==> src/rtl/addsub_pkg.sv <==
// addsub_pkg: state encoding, default width and counter sizing shared by serial_addsub
package addsub_pkg;
  localparam logic [1:0] ST_IDLE = 2'd0;
  localparam logic [1:0] ST_SHIFT = 2'd1;
  localparam logic [1:0] ST_DONE = 2'd2;
  localparam int DEF_WIDTH = 4;
  function automatic int cnt_w(input int w);
    return (w < 2) ? 1 : $clog2(w);
  endfunction
endpackage

==> src/rtl/full_adder.sv <==
// Full_Adder: single-bit full adder cell
module Full_Adder (
  input  logic A,
  input  logic B,
  input  logic Cin,
  output logic Sum,
  output logic Cout
);
  assign Sum = A ^ B ^ Cin;
  assign Cout = (A & B) | (Cin & (A ^ B));
endmodule

==> src/rtl/serial_addsub.sv <==
// serial_addsub: bit-serial add/sub over one Full_Adder, LSB first; ovf port with SERIAL_ADDSUB_OVF_EN
module serial_addsub
  import addsub_pkg::*;
#(
  parameter int WIDTH = DEF_WIDTH
) (
  input  logic             clk,
  input  logic             rst,
  input  logic             in_valid,
  output logic             in_ready,
  input  logic [WIDTH-1:0] a,
  input  logic [WIDTH-1:0] b,
  input  logic             sub,
  output logic             out_valid,
  input  logic             out_ready,
  output logic [WIDTH-1:0] sum,
  output logic             cout
`ifdef SERIAL_ADDSUB_OVF_EN
  ,
  output logic             ovf
`endif
);
  localparam int CW = cnt_w(WIDTH);
  logic [1:0] state_q, state_d;
  logic [WIDTH-1:0] areg_q, areg_d, breg_q, breg_d, res_q, res_d;
  logic [CW-1:0] cnt_q, cnt_d;
  logic carry_q, carry_d, cout_q, cout_d;
  logic fa_sum, fa_cout, last;
  Full_Adder u_fa (
    .A(areg_q[0]),
    .B(breg_q[0]),
    .Cin(carry_q),
    .Sum(fa_sum),
    .Cout(fa_cout)
  );
  assign last = cnt_q == CW'(WIDTH - 1);
  assign in_ready = state_q == ST_IDLE;
  assign out_valid = state_q == ST_DONE;
  assign sum = res_q;
  assign cout = cout_q;
`ifdef SERIAL_ADDSUB_OVF_EN
  logic cmsb_q, cmsb_d;
  assign ovf = cmsb_q ^ cout_q;
`endif
  always_comb begin
    state_d = state_q;
    areg_d = areg_q;
    breg_d = breg_q;
    res_d = res_q;
    cnt_d = cnt_q;
    carry_d = carry_q;
    cout_d = cout_q;
`ifdef SERIAL_ADDSUB_OVF_EN
    cmsb_d = cmsb_q;
`endif
    if (state_q == ST_IDLE && in_valid) begin
      state_d = ST_SHIFT;
      areg_d = a;
      breg_d = sub ? ~b : b;
      carry_d = sub;
      cnt_d = '0;
      res_d = '0;
      cout_d = 1'b0;
`ifdef SERIAL_ADDSUB_OVF_EN
      cmsb_d = 1'b0;
`endif
    end else if (state_q == ST_SHIFT) begin
      res_d = {fa_sum, res_q[WIDTH-1:1]};
      areg_d = areg_q >> 1;
      breg_d = breg_q >> 1;
      carry_d = fa_cout;
      cnt_d = cnt_q + 1'b1;
      if (last) begin
        state_d = ST_DONE;
        cout_d = fa_cout;
`ifdef SERIAL_ADDSUB_OVF_EN
        cmsb_d = carry_q;
`endif
      end
    end else if (state_q == ST_DONE && out_ready) begin
      state_d = ST_IDLE;
    end
  end
  always_ff @(posedge clk) begin
    if (rst) begin
      state_q <= ST_IDLE;
      areg_q <= '0;
      breg_q <= '0;
      res_q <= '0;
      cnt_q <= '0;
      carry_q <= 1'b0;
      cout_q <= 1'b0;
`ifdef SERIAL_ADDSUB_OVF_EN
      cmsb_q <= 1'b0;
`endif
    end else begin
      state_q <= state_d;
      areg_q <= areg_d;
      breg_q <= breg_d;
      res_q <= res_d;
      cnt_q <= cnt_d;
      carry_q <= carry_d;
      cout_q <= cout_d;
`ifdef SERIAL_ADDSUB_OVF_EN
      cmsb_q <= cmsb_d;
`endif
    end
  end
endmodule

==> config.mk <==
export PLATFORM = sky130hd
export DESIGN_NAME = serial_addsub
export DESIGN_NICKNAME = d
export VERILOG_FILES = /design/src/rtl/addsub_pkg.sv /design/src/rtl/full_adder.sv /design/src/rtl/serial_addsub.sv
export SDC_FILE = /design/constraint.sdc
export NUM_CORES = 1
export LEC_CHECK = 0
export ABC_AREA = 1
export BUFFER_PORTS_ARGS = -buffer_cell sky130_fd_sc_hd__buf_4
export CORE_AREA = 2 2 47 49
export CTS_CLUSTER_DIAMETER = 120
export DETAILED_ROUTE_END_ITERATION = 10
export DIE_AREA = 0 0 49 51
export GPL_TIMING_DRIVEN = 1
export PLACE_DENSITY = 0.79
export RECOVER_POWER = 100
export SLEW_MARGIN = 40
export SYNTH_ARGS = -nofsm -noshare
export SYNTH_HDL_FRONTEND = slang
export SYNTH_SLANG_ARGS = --single-unit
==> constraint.sdc <==
create_clock -name clk -period 1 [get_ports clk]
set_input_delay 0.05 -clock clk [delete_from_list [all_inputs] [get_ports clk]]
set_output_delay 0.05 -clock clk [all_outputs]
set_load 0.1 [all_outputs]
# [Word-level counts from Yosys, hierarchy flattened]
# Index checks and enable logic that the tools add are counted.
[word_totals] elab_cells=41 inputBits=13 register_bits=18 out_inout_bits=7
[op_classes] n_addsub=1 eq_ne=5 bitwise=6 n_reduce_logical=10 mux=11
[op_table] op="$mux 4" n=5
[op_table] op="$mux 2" n=3
[op_table] op="$reduce_and 2->1" n=3
[op_table] op="$eq 2x2->1 const B" n=2
[op_table] op="$not 4->4" n=1
[op_table] op="$reduce_bool 2->1" n=2
[op_table] op="$mux 1" n=3
[op_table] op="$ne 3x3->1 const B" n=1
[op_table] op="$reduce_bool 3->1" n=1
[op_table] op="$add 2x1->2 const B" n=1
[op_table] op="$and 1x1->1" n=2
[op_table] op="$eq 2x1->1 const B" n=1
[op_table] op="$logic_and 1x1->1" n=2
[op_table] op="$logic_not 2->1" n=1
[op_table] op="$ne 2x2->1 const B" n=1
[op_table] op="$reduce_or 2->1" n=1
[op_table] op="$xor 1x1->1" n=2
[op_table] op="$or 1x1->1" n=1

# [Longest topological paths before layout]
# Gate-level depths: netlist of run 1.
[logic_depth] word_depth=5 mapped_depth=7 depth_no_buf=7

# [By module]
# Synthesis of run 1 repeated with hierarchy kept, for this count alone.
[unflattened] hier_cells=126 hier_area_um2=920.9
[by_module_without_submodules] module="serial_addsub" area_each_um2=900.9 n_inst=1 cells_each=125
[by_module_without_submodules] module="Full_Adder" area_each_um2=20.0 n_inst=1 cells_each=1

# [Worst setup path after synthesis of run 1]
# Ideal clock, no wire load.
[synth_timing] path_type="reg-to-output" startpoint="reg state_q[1]" endpoint="out out_valid" n_path_buf=0 path_stages_with_launch=3 t_arrival_ns=1.826 path_slack_ns=-0.876 path_cell_list="dfxtp_1 > inv_2 > nor2_1"
[synth_via] elab_chain_len=1
[synth_rtl] item="start, declared" line_no="serial_addsub.sv:24" text="logic [1:0] state_q, state_d;"
[synth_rtl] item="start signal, assigned" line_no="serial_addsub.sv:97" text="state_q <= state_d;"
[synth_rtl] item="$eq 2x2->1" line_no="serial_addsub.sv:38" text="assign out_valid = state_q == ST_DONE;"
[synth_rtl] item="end, declared" line_no="serial_addsub.sv:14" text="output logic out_valid,"
# No other way between the ends.

# [Worst setup path after layout of run 1]
# Same ends and word-level chain as after synthesis.

==> results of run 1 <==
-- stage by stage --
step           instance area, µm²  utilization, %  hold slack [ns]
2_1_floorplan                 930               -            0.109
3_3_place_gp                 1130            54.7            0.267
3_5_place_dp                 1130            54.7            0.277
4_1_cts                      1360            65.9          0.00331
5_1_grt                      1480            71.6           0.0244
6_report                     1480            71.6           0.0139
-- synthesized netlist by cell type --
cell type  count
a21oi_1       13
nand3_1        5
buf_12         1
nand2_1       52
and2_1         2
clkbuf_1       1
nor2_2         2
nor2_8         1
nand4_1        4
inv_1         12
nor2_1         1
fa_1           1
nand2_2        2
ha_1           1
xnor2_1        1
xor2_1         1
inv_2          2
o21ai_2        1
dfxtp_1       18
nand3_2        2
-- flip-flops by register name, summed over array words and instances (netlist names) --
signal and cells:
areg_q 4, breg_q 4, sum 4, cnt_q 2, state_q 2, carry_q 1
cout 1
-- worst max-delay path, cell delays in order (launching register included) --
cell and delay (ns):
dfxtp_4 0.39, inv_6 0.05, buf_6 0.11, nor2_4 0.09, buf_12 0.18
-- metal layers --
metal  GRT usage, %  up-vias  routed length [µm]
li1               -      473                   -
met1           22.4      424                 932
met2           42.5       34                1340
met3           2.63        8                  95
met4           6.19        0                  50
met5              0        -                   0
-- repair_timing --
action / 4_1_cts / 5_1_grt
gates resized for setup: 23 / 25
hold buffers: 2 / 0
buffers inserted: 7 / 3
cloned: 2 / 0
pin swaps: 12 / 11
endpoints found under the setup margin: 18 / 20
hold endpoints to repair: 7 / 0
-- logic make-up after synthesis --
logic type | synth area share, %
AND/OR/NAND/NOR | 36.8
buffers and inverters | 8.60
adder cells (fa/ha/maj) | 3.67
XOR/XNOR | 1.97
AO/OA/AOI/OAI | 8.32
flip-flops | 40.6
-- worst paths after layout --
path / startpoint / endpoint / slack (ns)
max: state_q[1] / out_valid / -0.17
min: a[3] / areg_q[3] / 0.01
max reg2reg: state_q[0] / state_q[0] / -0.16
min reg2reg: sum[0] / sum[0] / 0.46
-- report_power, final --
part	internal (W)	switching (W)	total (W)
clock	0.000222	0.000235	0.000457
sequential	0.000751	0.0000310	0.000782
combinational	0.000214	0.000251	0.000466
total	0.00119	0.000517	0.00170
-- cell type report --
type / count / area (µm²)
sequential: 18 / 377
fill: 168 / 586
clock buffer: 4 / 36.3
tap: 28 / 35.0
inverter: 14 / 73.8
timing repair buffer: 36 / 363
multi-input combinational: 91 / 593
==> flow_summary.yaml, run 1 <==
worst_setup_path:
  cp-end-kind: "output pin"
  crit_required_ns: 0.95
  cp.arrival_ns: 1.12
  rr_worst_depth: 7
  crit_path_max_fanout: 4
  start_kind: "register"
  critical_path_class: "register to output pin"
detailed_routing:
  wire_per_inst_um: 12.6
  ant_nets: 0
  drcViolationCount: 0
  firstDrtPassIters: 4
  wl_um: 2420
  routed_via_density: 4.92
  via_count: 939
  drt_iter0_markers: 8
floorplanning:
  initial_core_util_pct: 43.0
  core_um2: 2060
  dieArea_um2: 2500
  pin_count: 20
  die_width_um: 49
  rows: 17
  die_y_um: 51
synthesis:
  avgSynthCellArea_um2: 7.21
  syn_nets: 138
  synth_cells: 123
  netlist.area_leader.share_pct: 40.6
  netlist_area_um2: 887
  synthTopCellsByArea: "dfxtp_1, nand2_1, a21oi_1, inv_1, nand3_1"
  yosysUniqueCellTypes: 20
  yosys.area.top_type: "dfxtp_1"
  ys_seq_area_share_pct: 40.6
  synth_warnings: 0
  ys_ff_latch: 18
cells_and_area:
  final_cell_mix: "nand2_1, buf_4, inv_1, nand2_2, buf_6"
  drive_gt1_share_pct: 50.9
  num-nets-final: 179
  n_antenna_cell: 0
  stdcell_count: 191
  area_delta_synth_final_pct: 66.6
  layout_commonest_cell: "nand2_1"
sta:
  skew_ns: 0.00531
  setup_ws_ns: -0.166
  slew_viol_final: 0
  setup_viol: 19
  period_share_pct: 117
  setup_tns_ns: -1.74
  worst_pin_slew_ns: 0.278
  hold_viol_final: 0
  fin_crit_ns: 1.17
  rsz0062_at_grt: "yes"
  fmax_mhz: 857
  slew_headroom_pct: 81.6
global_routing:
  grt_pass1_vias: 931
  grt_pass1_wl_um: 3970
  track_usage_pct: 20.9
  grt_start_max_net_pins: 11
  grt_overflow_total: 0
  antenna_found_initial: 0
place:
  gp_congestion: 0.826
  pre_cts_slack_ns: -0.120
  dp_hpwl_um: 1480
  place_inst: 174
  port_buffers: 19
power:
  ir_worst_vdd_mv: 0.747
  power_density_nw_per_um2: 1150
  finalPower_w: 0.00170
  p_leak_nw: 0.677
clocking:
  clk_latency_ns: 0.29
  cts-root-buf: "clkbuf_4"
  cts_tree: "yes"
  cts_buffer_depth: 2
  path_clk_slew_ns: 0.11
  cts_sinks: 18
  htreeDepth: 1
  cts_buffers: 3
min_path:
  hp-class: "input pin to register"
  holdPathStages: 3
outcome:
  outcome: "finished, violations left"
  violations: "setup timing"
job:
  max_cap_viol_count: 0
(Power assumes the default switching activity.)
==> run 2, diff against run 1 <==
- CORE_AREA: 2 2 47 49 -> 2 2 45 47
- DIE_AREA: 0 0 49 51 -> 0 0 47 49
- PLACE_DENSITY: 0.79 -> unset
- PLACE_DENSITY_LB_ADDON: unset -> 0.25
- clock period: 1 -> 1.3 ns (I/O delays scaled with it)
==> run 2 against run 1 <==
Effect of this change:
- the flow now finishes without violations
- worst setup slack improved by 0.23 ns
- global-route usage fell by 3.8 points
- count of clock-buffer cells in the layout fell by 1
- clock skew fell by 0.0025 ns
- first-iteration DRC count rose by 50%
- sequential cell count did not move
- die area fell by 7.8%
- sequential share of layout area rose by 7.8 points
- non-clock buffer count fell by 15
- via count fell by 14%
==> flow_summary.yaml, run 2 (synthesized netlist as in run 1, its figures left out) <==
detailed_routing:
  via_count: 812
  firstDrtPassIters: 4
  drcViolationCount: 0
  ant_nets: 0
  wire_per_inst_um: 9.52
  drt_iter0_markers: 12
  wl_um: 1640
  routed_via_density: 4.72
worst_setup_path:
  crit_required_ns: 1.24
  cp-end-kind: "output pin"
  cp.arrival_ns: 1.17
  crit_path_max_fanout: 9
  start_kind: "register"
  critical_path_class: "register to output pin"
sta:
  skew_ns: 0.00285
  setup_viol: 0
  fin_crit_ns: 1.24
  slew_viol_final: 0
  fmax_mhz: 809
  hold_viol_final: 0
  slew_headroom_pct: 64.2
  rsz0062_at_grt: "no"
  period_share_pct: 95.1
  worst_pin_slew_ns: 0.540
  setup_tns_ns: 0
global_routing:
  grt_overflow_total: 0
  grt_pass1_wl_um: 2930
  track_usage_pct: 17.2
  antenna_found_initial: 0
  grt_pass1_vias: 719
  grt_start_max_net_pins: 16
floorplanning:
  die_width_um: 47
  core_um2: 1840
  die_y_um: 49
  pin_count: 20
  initial_core_util_pct: 48.2
  rows: 16
  dieArea_um2: 2300
place:
  place_inst: 168
  port_buffers: 19
  dp_hpwl_um: 1250
  gp_congestion: 0.796
cells_and_area:
  final_cell_mix: "nand2_1, dfxtp_1, buf_4"
  area_delta_synth_final_pct: 22.8
  drive_gt1_share_pct: 23.4
  num-nets-final: 162
  n_antenna_cell: 0
  stdcell_count: 172
  layout_commonest_cell: "nand2_1"
min_path:
  hp-class: "input pin to register"
clocking:
  htreeDepth: 1
  path_clk_slew_ns: 0.09
  cts_buffer_depth: 2
  clk_latency_ns: 0.29
  cts_tree: "yes"
  cts_buffers: 3
  cts-root-buf: "clkbuf_4"
  cts_sinks: 18
job:
  max_cap_viol_count: 0
power:
  power_density_nw_per_um2: 1000
  p_leak_nw: 0.523
  ir_worst_vdd_mv: 0.644
outcome:
  outcome: "complete, no violations"
run 2: cell types whose count changed in the layout (fill, tap and decap cells not counted), sizes merged:
cell | before | now
buf | 34 | 17
inv | 13 | 14
dlygate4sd3 | 2 | 1
clkinvlp | 1 | 0
nor2 | 5 | 4
clkbuf | 4 | 6
o21ai | 2 | 1
run 2: cell type report:
cell class / instances / area (µm²)
fillers: 189 / 752
multi-input cells: 89 / 453
flip-flops and latches: 18 / 363
repair buffers: 21 / 160
inverters: 14 / 57.6
well taps: 27 / 33.8
clock buffers: 3 / 22.5
run 2: path summary, 6_finish.rpt:
path                                  from  slack, ns    endpoint  cells past startpoint
worst min-delay path             out_ready       0.03  state_q[1]                      4
worst max-delay path            state_q[1]       0.06   out_valid                      3
worst min register to register   areg_q[3]       0.47   areg_q[3]                      2
worst max register to register     carry_q       0.12     carry_q                      4
run 2: worst max-delay path, stage by stage (launching register included):
cell and delay, ns:
dfxtp_2 0.43, inv_4 0.09, nor2_4 0.07, buf_4 0.28
run 2: per-layer routing:
metal  part of all wire [%]  GRT usage, %
met1                     45          23.1
met4                    2.1          6.94
met2                     49          26.3
met3                    4.1          3.33
met5                      0             0
run 2: repair_timing:
item	CTS	global route
setup endpoints to repair	2	4
resized for setup	4	3
hold buffers	1	0
endpoints found under the hold margin	6	0
setup buffers	0	0
run 2: power breakdown:
group / switching (W) / internal, W / total [W]
logic: 0.000135 / 0.0000893 / 0.000225
registers: 0.0000201 / 0.000579 / 0.000599
clock network: 0.000160 / 0.000108 / 0.000268
total: 0.000316 / 0.000776 / 0.00109
run 2: per-stage QoR:
step                hold slack (ns)  area (µm²)  total power (W)  setup WS (ns)  util, %
floorplan                     0.134         895         0.000769        0.00820        -
global placement              0.283        1050         0.000823          0.130     57.3
detailed placement            0.290        1050         0.000828          0.130     57.3
CTS                          0.0214        1100          0.00110        0.00186     59.6
global route                 0.0270        1090          0.00116         0.0155     59.2
finish                       0.0277        1090          0.00109         0.0639     59.2
